==> config.mk <==
export PLATFORM = sky130hd
export DESIGN_NAME = mem_bus_resp_flat
export DESIGN_NICKNAME = d
export VERILOG_FILES = /design/src/rtl/mem_bus_resp_pkg.sv /design/src/rtl/mem_bus_resp_if.sv /design/src/rtl/mem_bus_resp_timeout.sv /design/src/rtl/mem_bus_resp.sv /design/src/flat_wrapper.sv
export SDC_FILE = /design/constraint.sdc
export NUM_CORES = 1
export LEC_CHECK = 0
export CAP_MARGIN = 20
export CORE_ASPECT_RATIO = 2
export CORE_MARGIN = 10
export CORE_UTILIZATION = 30
export DETAILED_ROUTE_END_ITERATION = 10
export PLACE_DENSITY = 0.76
export SLEW_MARGIN = 20
export SYNTH_ARGS = -nofsm -noshare
export SYNTH_HDL_FRONTEND = slang
export SYNTH_SLANG_ARGS = --single-unit
==> constraint.sdc <==
create_clock -name sys_clk -period 3.75 [get_ports sys_clk]
set_clock_uncertainty 0.05 [all_clocks]
set_input_delay 0.75 -clock sys_clk [delete_from_list [all_inputs] [get_ports sys_clk]]
set_output_delay 0.75 -clock sys_clk [all_outputs]
set_load 0.1 [all_outputs]
==> src/rtl/mem_bus_resp_pkg.sv <==
// Shared types and constants for the CPU-side memory bus responder.
package mem_bus_pkg;

  typedef enum logic [1:0] {
    ST_IDLE,
    ST_WAIT,
    ST_RESP,
    ST_ERR
  } state_e;

  localparam logic [1:0] SEG_SFR = 2'd0;
  localparam logic [1:0] SEG_IO  = 2'd1;
  localparam logic [1:0] SEG_DFM = 2'd2;
  localparam logic [1:0] SEG_PFM = 2'd3;

  localparam int unsigned TIMEOUT_CYC_DEFAULT = 16;

  // Drop the undef bit so the remaining enables line up with segment indices.
  function automatic logic [3:0] real_seg_en(input logic [4:0] en);
    return {en[4], en[3], en[1], en[0]};
  endfunction

  function automatic logic [1:0] seg_index(input logic [3:0] oh);
    logic [1:0] idx;
    idx = SEG_SFR;
    if (oh[1]) idx = SEG_IO;
    if (oh[2]) idx = SEG_DFM;
    if (oh[3]) idx = SEG_PFM;
    return idx;
  endfunction

endpackage

==> src/rtl/mem_bus_resp_if.sv <==
// CPU request / segment handshake / CPU response signals of the bus responder.
interface mem_bus_resp_if;

  logic             req_valid;
  logic             req_we;
  logic [4:0]       seg_en;
  logic [3:0][31:0] seg_rdata;
  logic [3:0]       seg_ready;
  logic [3:0]       seg_req;
  logic             seg_we;
  logic             resp_valid;
  logic [31:0]      resp_rdata;
  logic             resp_err;
  logic             bus_busy;

  modport slave (
    input  req_valid, req_we, seg_en, seg_rdata, seg_ready,
    output seg_req, seg_we, resp_valid, resp_rdata, resp_err, bus_busy
  );

  modport master (
    output req_valid, req_we, seg_en, seg_rdata, seg_ready,
    input  seg_req, seg_we, resp_valid, resp_rdata, resp_err, bus_busy
  );

endinterface

==> src/rtl/mem_bus_resp_timeout.sv <==
// 8-bit WAIT-cycle counter; expired is high while the count equals LIMIT.
module bus_timeout_cnt
  import mem_bus_pkg::*;
#(
  parameter int unsigned LIMIT = TIMEOUT_CYC_DEFAULT
) (
  input  logic clk,
  input  logic rst,
  input  logic clr,
  input  logic en,
  output logic expired
);

  logic [7:0] cnt_q, cnt_d;

  always_comb begin
    cnt_d = cnt_q;
    if (clr) begin
      cnt_d = '0;
    end else if (en && cnt_q != '1) begin
      cnt_d = cnt_q + 8'd1;
    end
  end

  always_ff @(posedge clk or posedge rst) begin
    if (rst) begin
      cnt_q <= '0;
    end else begin
      cnt_q <= cnt_d;
    end
  end

  assign expired = (cnt_q == 8'(LIMIT));

endmodule

==> src/rtl/mem_bus_resp.sv <==
// Decodes a CPU access to one of four segments, waits for its ready with a
// timeout, and returns a single-cycle response (error for bad decode/timeout).
module mem_bus_resp
  import mem_bus_pkg::*;
#(
  parameter int unsigned TIMEOUT_CYC = TIMEOUT_CYC_DEFAULT,
  parameter logic [31:0] ERR_RDATA   = 32'h0000_0000
) (
  input  logic           sys_clk,
  input  logic           sys_rst,
  mem_bus_resp_if.slave  bus
);

  state_e      state_q, state_d;
  logic [1:0]  idx_q, idx_d;
  logic        we_q, we_d;
  logic [3:0]  seg_req_q, seg_req_d;
  logic [31:0] rdata_q, rdata_d;
  logic [3:0]  seg_oh;
  logic        dec_ok;
  logic        rdy_sel;
  logic        cnt_clr, cnt_en, cnt_expired;

  assign seg_oh  = real_seg_en(bus.seg_en);
  assign dec_ok  = !bus.seg_en[2] && (seg_oh != '0) && ((seg_oh & (seg_oh - 4'd1)) == '0);
  assign rdy_sel = bus.seg_ready[idx_q];

  bus_timeout_cnt #(.LIMIT(TIMEOUT_CYC)) u_timeout (
    .clk     (sys_clk),
    .rst     (sys_rst),
    .clr     (cnt_clr),
    .en      (cnt_en),
    .expired (cnt_expired)
  );

  always_comb begin
    state_d   = state_q;
    idx_d     = idx_q;
    we_d      = we_q;
    seg_req_d = '0;
    rdata_d   = rdata_q;
    cnt_clr   = 1'b0;
    cnt_en    = 1'b0;
    case (state_q)
      ST_IDLE: begin
        if (bus.req_valid) begin
          if (dec_ok) begin
            state_d                   = ST_WAIT;
            idx_d                     = seg_index(seg_oh);
            we_d                      = bus.req_we;
            seg_req_d[seg_index(seg_oh)] = 1'b1;
            cnt_clr                   = 1'b1;
          end else begin
            state_d = ST_ERR;
            rdata_d = ERR_RDATA;
          end
        end
      end
      ST_WAIT: begin
        // Ready is tested before expiry so a coincident ready still completes.
        if (rdy_sel) begin
          state_d = ST_RESP;
          rdata_d = we_q ? '0 : bus.seg_rdata[idx_q];
        end else if (cnt_expired) begin
          state_d = ST_ERR;
          rdata_d = ERR_RDATA;
        end else begin
          cnt_en = 1'b1;
        end
      end
      ST_RESP: state_d = ST_IDLE;
      ST_ERR:  state_d = ST_IDLE;
      default: state_d = ST_IDLE;
    endcase
  end

  always_ff @(posedge sys_clk or posedge sys_rst) begin
    if (sys_rst) begin
      state_q   <= ST_IDLE;
      idx_q     <= SEG_SFR;
      we_q      <= 1'b0;
      seg_req_q <= '0;
      rdata_q   <= '0;
    end else begin
      state_q   <= state_d;
      idx_q     <= idx_d;
      we_q      <= we_d;
      seg_req_q <= seg_req_d;
      rdata_q   <= rdata_d;
    end
  end

  assign bus.seg_req    = seg_req_q;
  assign bus.seg_we     = we_q;
  assign bus.resp_valid = (state_q == ST_RESP) || (state_q == ST_ERR);
  assign bus.resp_err   = (state_q == ST_ERR);
  assign bus.resp_rdata = rdata_q;
  assign bus.bus_busy   = (state_q != ST_IDLE);

endmodule

==> src/flat_wrapper.sv <==
// flat-port wrapper written by rule: the top's interface ports become plain ports
module mem_bus_resp_flat import mem_bus_pkg::*;
#(
  parameter int unsigned TIMEOUT_CYC = TIMEOUT_CYC_DEFAULT,
  parameter logic [31:0] ERR_RDATA   = 32'h0000_0000
)
  (sys_clk, sys_rst, bus_req_valid, bus_req_we, bus_seg_en, bus_seg_rdata, bus_seg_ready, bus_seg_req, bus_seg_we, bus_resp_valid, bus_resp_rdata, bus_resp_err, bus_bus_busy);
  mem_bus_resp_if bus_i ();
  input  logic sys_clk;
  input  logic sys_rst;
  input wire logic [$bits(bus_i.req_valid)-1:0] bus_req_valid;
  input wire logic [$bits(bus_i.req_we)-1:0] bus_req_we;
  input wire logic [$bits(bus_i.seg_en)-1:0] bus_seg_en;
  input wire logic [$bits(bus_i.seg_rdata)-1:0] bus_seg_rdata;
  input wire logic [$bits(bus_i.seg_ready)-1:0] bus_seg_ready;
  output wire logic [$bits(bus_i.seg_req)-1:0] bus_seg_req;
  output wire logic [$bits(bus_i.seg_we)-1:0] bus_seg_we;
  output wire logic [$bits(bus_i.resp_valid)-1:0] bus_resp_valid;
  output wire logic [$bits(bus_i.resp_rdata)-1:0] bus_resp_rdata;
  output wire logic [$bits(bus_i.resp_err)-1:0] bus_resp_err;
  output wire logic [$bits(bus_i.bus_busy)-1:0] bus_bus_busy;
  assign bus_i.req_valid = bus_req_valid;
  assign bus_i.req_we = bus_req_we;
  assign bus_i.seg_en = bus_seg_en;
  assign bus_i.seg_rdata = bus_seg_rdata;
  assign bus_i.seg_ready = bus_seg_ready;
  assign bus_seg_req = bus_i.seg_req;
  assign bus_seg_we = bus_i.seg_we;
  assign bus_resp_valid = bus_i.resp_valid;
  assign bus_resp_rdata = bus_i.resp_rdata;
  assign bus_resp_err = bus_i.resp_err;
  assign bus_bus_busy = bus_i.bus_busy;
  mem_bus_resp #(.TIMEOUT_CYC(TIMEOUT_CYC), .ERR_RDATA(ERR_RDATA)) u_core (.sys_clk(sys_clk), .sys_rst(sys_rst), .bus(bus_i));
endmodule
==> out/results.ini <==
[run_status]
status=complete, no violations

[power_and_ir_drop]
leakagePower_nw=2.05
ir_drop_mv=0.503
power-per-cell-area_nw_per_um2=881

[worst_setup_path]
r2r_setup_slack_ps=1250
path_depth=5
cp.buffers_inverters=1
end_kind=flip-flop
required_ps=3830
critical-path-slowest-cell=o311a_2
critPathTopFamily=compound AO/OA/AOI/OAI gates
timing.critical_path.from=bus_seg_en[1]
reg2reg_from=u_core.u_timeout.cnt_q[0]
startpoint_type=input pin
cp.arrival_ps=2840
max_stage_delay_ps=850
path_class=input pin to flip-flop
crit_path_max_fanout=33
ff2ff_path_depth=6
timing.rr.end=u_core.bus.resp_rdata[28]
path_cells=clkdlybuf4s50_1 -> nor2b_1 -> a221oi_1 -> o311a_2 -> o21ai_0
timing.critical_path.to=u_core.bus.resp_rdata[28]

[cts]
path_clk_slew_ps=70
clockRootBuffer=clkbuf_16
clk_latency_ps=290
ctsHtreeMaxLevel=2
post-cts-setup-buffer-count=0
cts.path.max_buffers=2
cts_made_buffers=5
cts_tree=built
clkSinkCount=49
postCtsHoldBufs=0
cts_resized=0

[synthesis]
syn_area_per_cell_um2=11.5
synth_top_area_share=0.402
synthTopCellsByArea=dfrtp_1 (40%), mux4_2 (24%), o21ai_2 (8.3%)
yosysWarningCount=0
yosysUniqueCellTypes=35
synth-seq-area-share=0.402
synth_nets=409
ys_ff_latch=49
syn_inst=266
synth_top_cell_by_area=dfrtp_1
synth_area_um2=3050

[die]
io_pins=181
initial_core_util=0.304
chipWidth_um=91.3
die_h_um=163
row_count=52
dieArea_um2=14800
design.core.area_um2=10000

[routing]
vias=2759
viasPerCell=4.78
post_drt_wl_per_cell_um=19.2
first_pass_iters=4
drcViolationCount=0
ant_nets=0
first_iter_violations=78
drt-total-wl_um=11100

[timing]
period_minus_slack_ps=2760
min_period_over_period=0.736
clock.fmax_mhz=363
worst_slew_pin_slew_ps=1030
rsz0062_at_grt=false
slew_headroom=0.309
tns_ps=0
slew_viol_final=0
finalSetupViolCount=0
final_hold_viol_count=0

[place]
io_buffer_count=180
dp_hpwl_um=9160
gp_congestion=0.813
place_area_um2=4960

[final_layout]
fill_cells=954
fin_nets=584
final_layout_size_suffix_gt1_frac=0.188
final_util=0.512
final_area_um2=5130
syn_to_final_growth_pct=68.2
diodes=0

[worst_hold_path]
min_path_type=flip-flop to flip-flop
hold_start=u_core.bus.resp_rdata[1]

[global_route]
grt_max_degree=34
grt_pass1_vias=3154
grt_pass1_wl_um=17300
gr-total-overflow=0
track_usage=0.148
antenna_found_initial=0

[run]
drv_cap=0

-- cells in the mapped netlist --
master / n
o31ai_1: 2
or2_1: 1
nor2_1: 5
nor2b_1: 1
nor3b_2: 1
ha_1: 2
nand2_1: 34
a21oi_1: 4
nor4b_1: 3
nand3_1: 3
nand4_1: 3
nor3b_1: 1
a31o_2: 2
buf_6: 4
and4_1: 1
inv_1: 40
and3_1: 4
nand2b_1: 1
buf_2: 3
nor4_1: 1
mux2i_1: 6
mux4_2: 33
and2_1: 3
a221oi_1: 1
o21ai_0: 11
o311a_2: 1
a211o_1: 1
xor2_1: 1
clkbuf_1: 10
o21ai_2: 29
or3b_1: 1
mux2_1: 1
dfrtp_1: 49
a21oi_2: 1
a211oi_1: 2
-- final cells by class --
type / instances / area [um^2] / share of cell area
Tap cell: 135 / 169 / 0.0329
Clock buffer: 6 / 129 / 0.0251
Sequential cell: 49 / 1230 / 0.239
Clock inverter: 2 / 38.8 / 0.00756
Inverter: 40 / 150 / 0.0293
Timing Repair Buffer: 185 / 1830 / 0.358
Multi-Input combinational cell: 160 / 1580 / 0.308
-- metrics by stage --
step / worst slack [ps] / hold WS (ps) / instances / total power, W
global placement: 748 / 429 / 569 / 0.00400
global route: 816 / 484 / 577 / 0.00476
floorplan: 1490 / 405 / 266 / 0.00328
CTS: 950 / 461 / 577 / 0.00458
detailed placement: 652 / 449 / 569 / 0.00406
finish: 992 / 475 / 577 / 0.00452
-- how the worst min path moves through the flow --
stage / depth (start not counted) / to / slack [ps]
2_1_floorplan: 1 / u_core.u_timeout.cnt_q[6] / 400
3_3_place_gp: 1 / u_core.u_timeout.cnt_q[6] / 430
3_5_place_dp: 1 / u_core.u_timeout.cnt_q[6] / 450
4_1_cts: 1 / u_core.u_timeout.cnt_q[6] / 460
5_1_grt: 1 / u_core.u_timeout.cnt_q[4] / 480
6_report: 2 / u_core.bus.resp_rdata[1] / 480
-- report_power, final --
group	internal [W]	leakage (nW)	switching (W)
clock	0.000316	0.0810	0.000192
combinational	0.000959	1.31	0.00214
sequential	0.000752	0.653	0.000160
total	0.00203	2.05	0.00249
-- state kept, by name, summed over array words and instances (netlist names) --
name	cells
u_core.idx_q	2
u_core.bus.resp_rdata	32
u_core.state_q	2
u_core.u_timeout.cnt_q	8
u_core.bus.seg_we	1
u_core.bus.seg_req	4
-- routing by layer --
metal,vias to the layer above,share of wire,GRT usage
met5,-,0,0
met4,0,0.020,0.0487
met3,12,0.058,0.0434
met2,102,0.57,0.279
met1,1348,0.35,0.150
li1,1297,-,-
-- placed cells by master (no fill, tap or decap), drive strengths merged, types with 3 or more instances in the layout --
cell,synthesis,routed
mux4,33,33
o21ai,40,40
and2,3,3
clkdlybuf4s50,0,178
and3,4,4
buf,7,7
nor4b,3,3
dfrtp,49,49
nand4,3,3
mux2i,6,6
clkbuf,10,6
inv,40,40
nand3,3,3
nor2,5,5
nand2,34,34
a21oi,5,5
-- worst reg2reg max path, cell delays in order, from the launching register on --
cell and delay [ps]:
dfrtp_1 430, inv_1 80, ha_1 160, nor4b_1 400, a211o_1 200, o311a_2 810
o21ai_0 220
-- cell families (layout without fill, tap and decap cells) --
logic type                 count (synthesis)  count (layout)  synth area share
xor gates and xnor gates                   1               1           0.00287
AOI/OAI and AO/OA                         54              54             0.136
adders and majority gates                  2               2           0.00821
DFF                                       49              49             0.402
muxes                                     40              40             0.267
and+or+nand+nor                           63              63             0.103
buffers and inverters                     57             233            0.0812
Note: power is estimated with default switching activity, not from simulation.
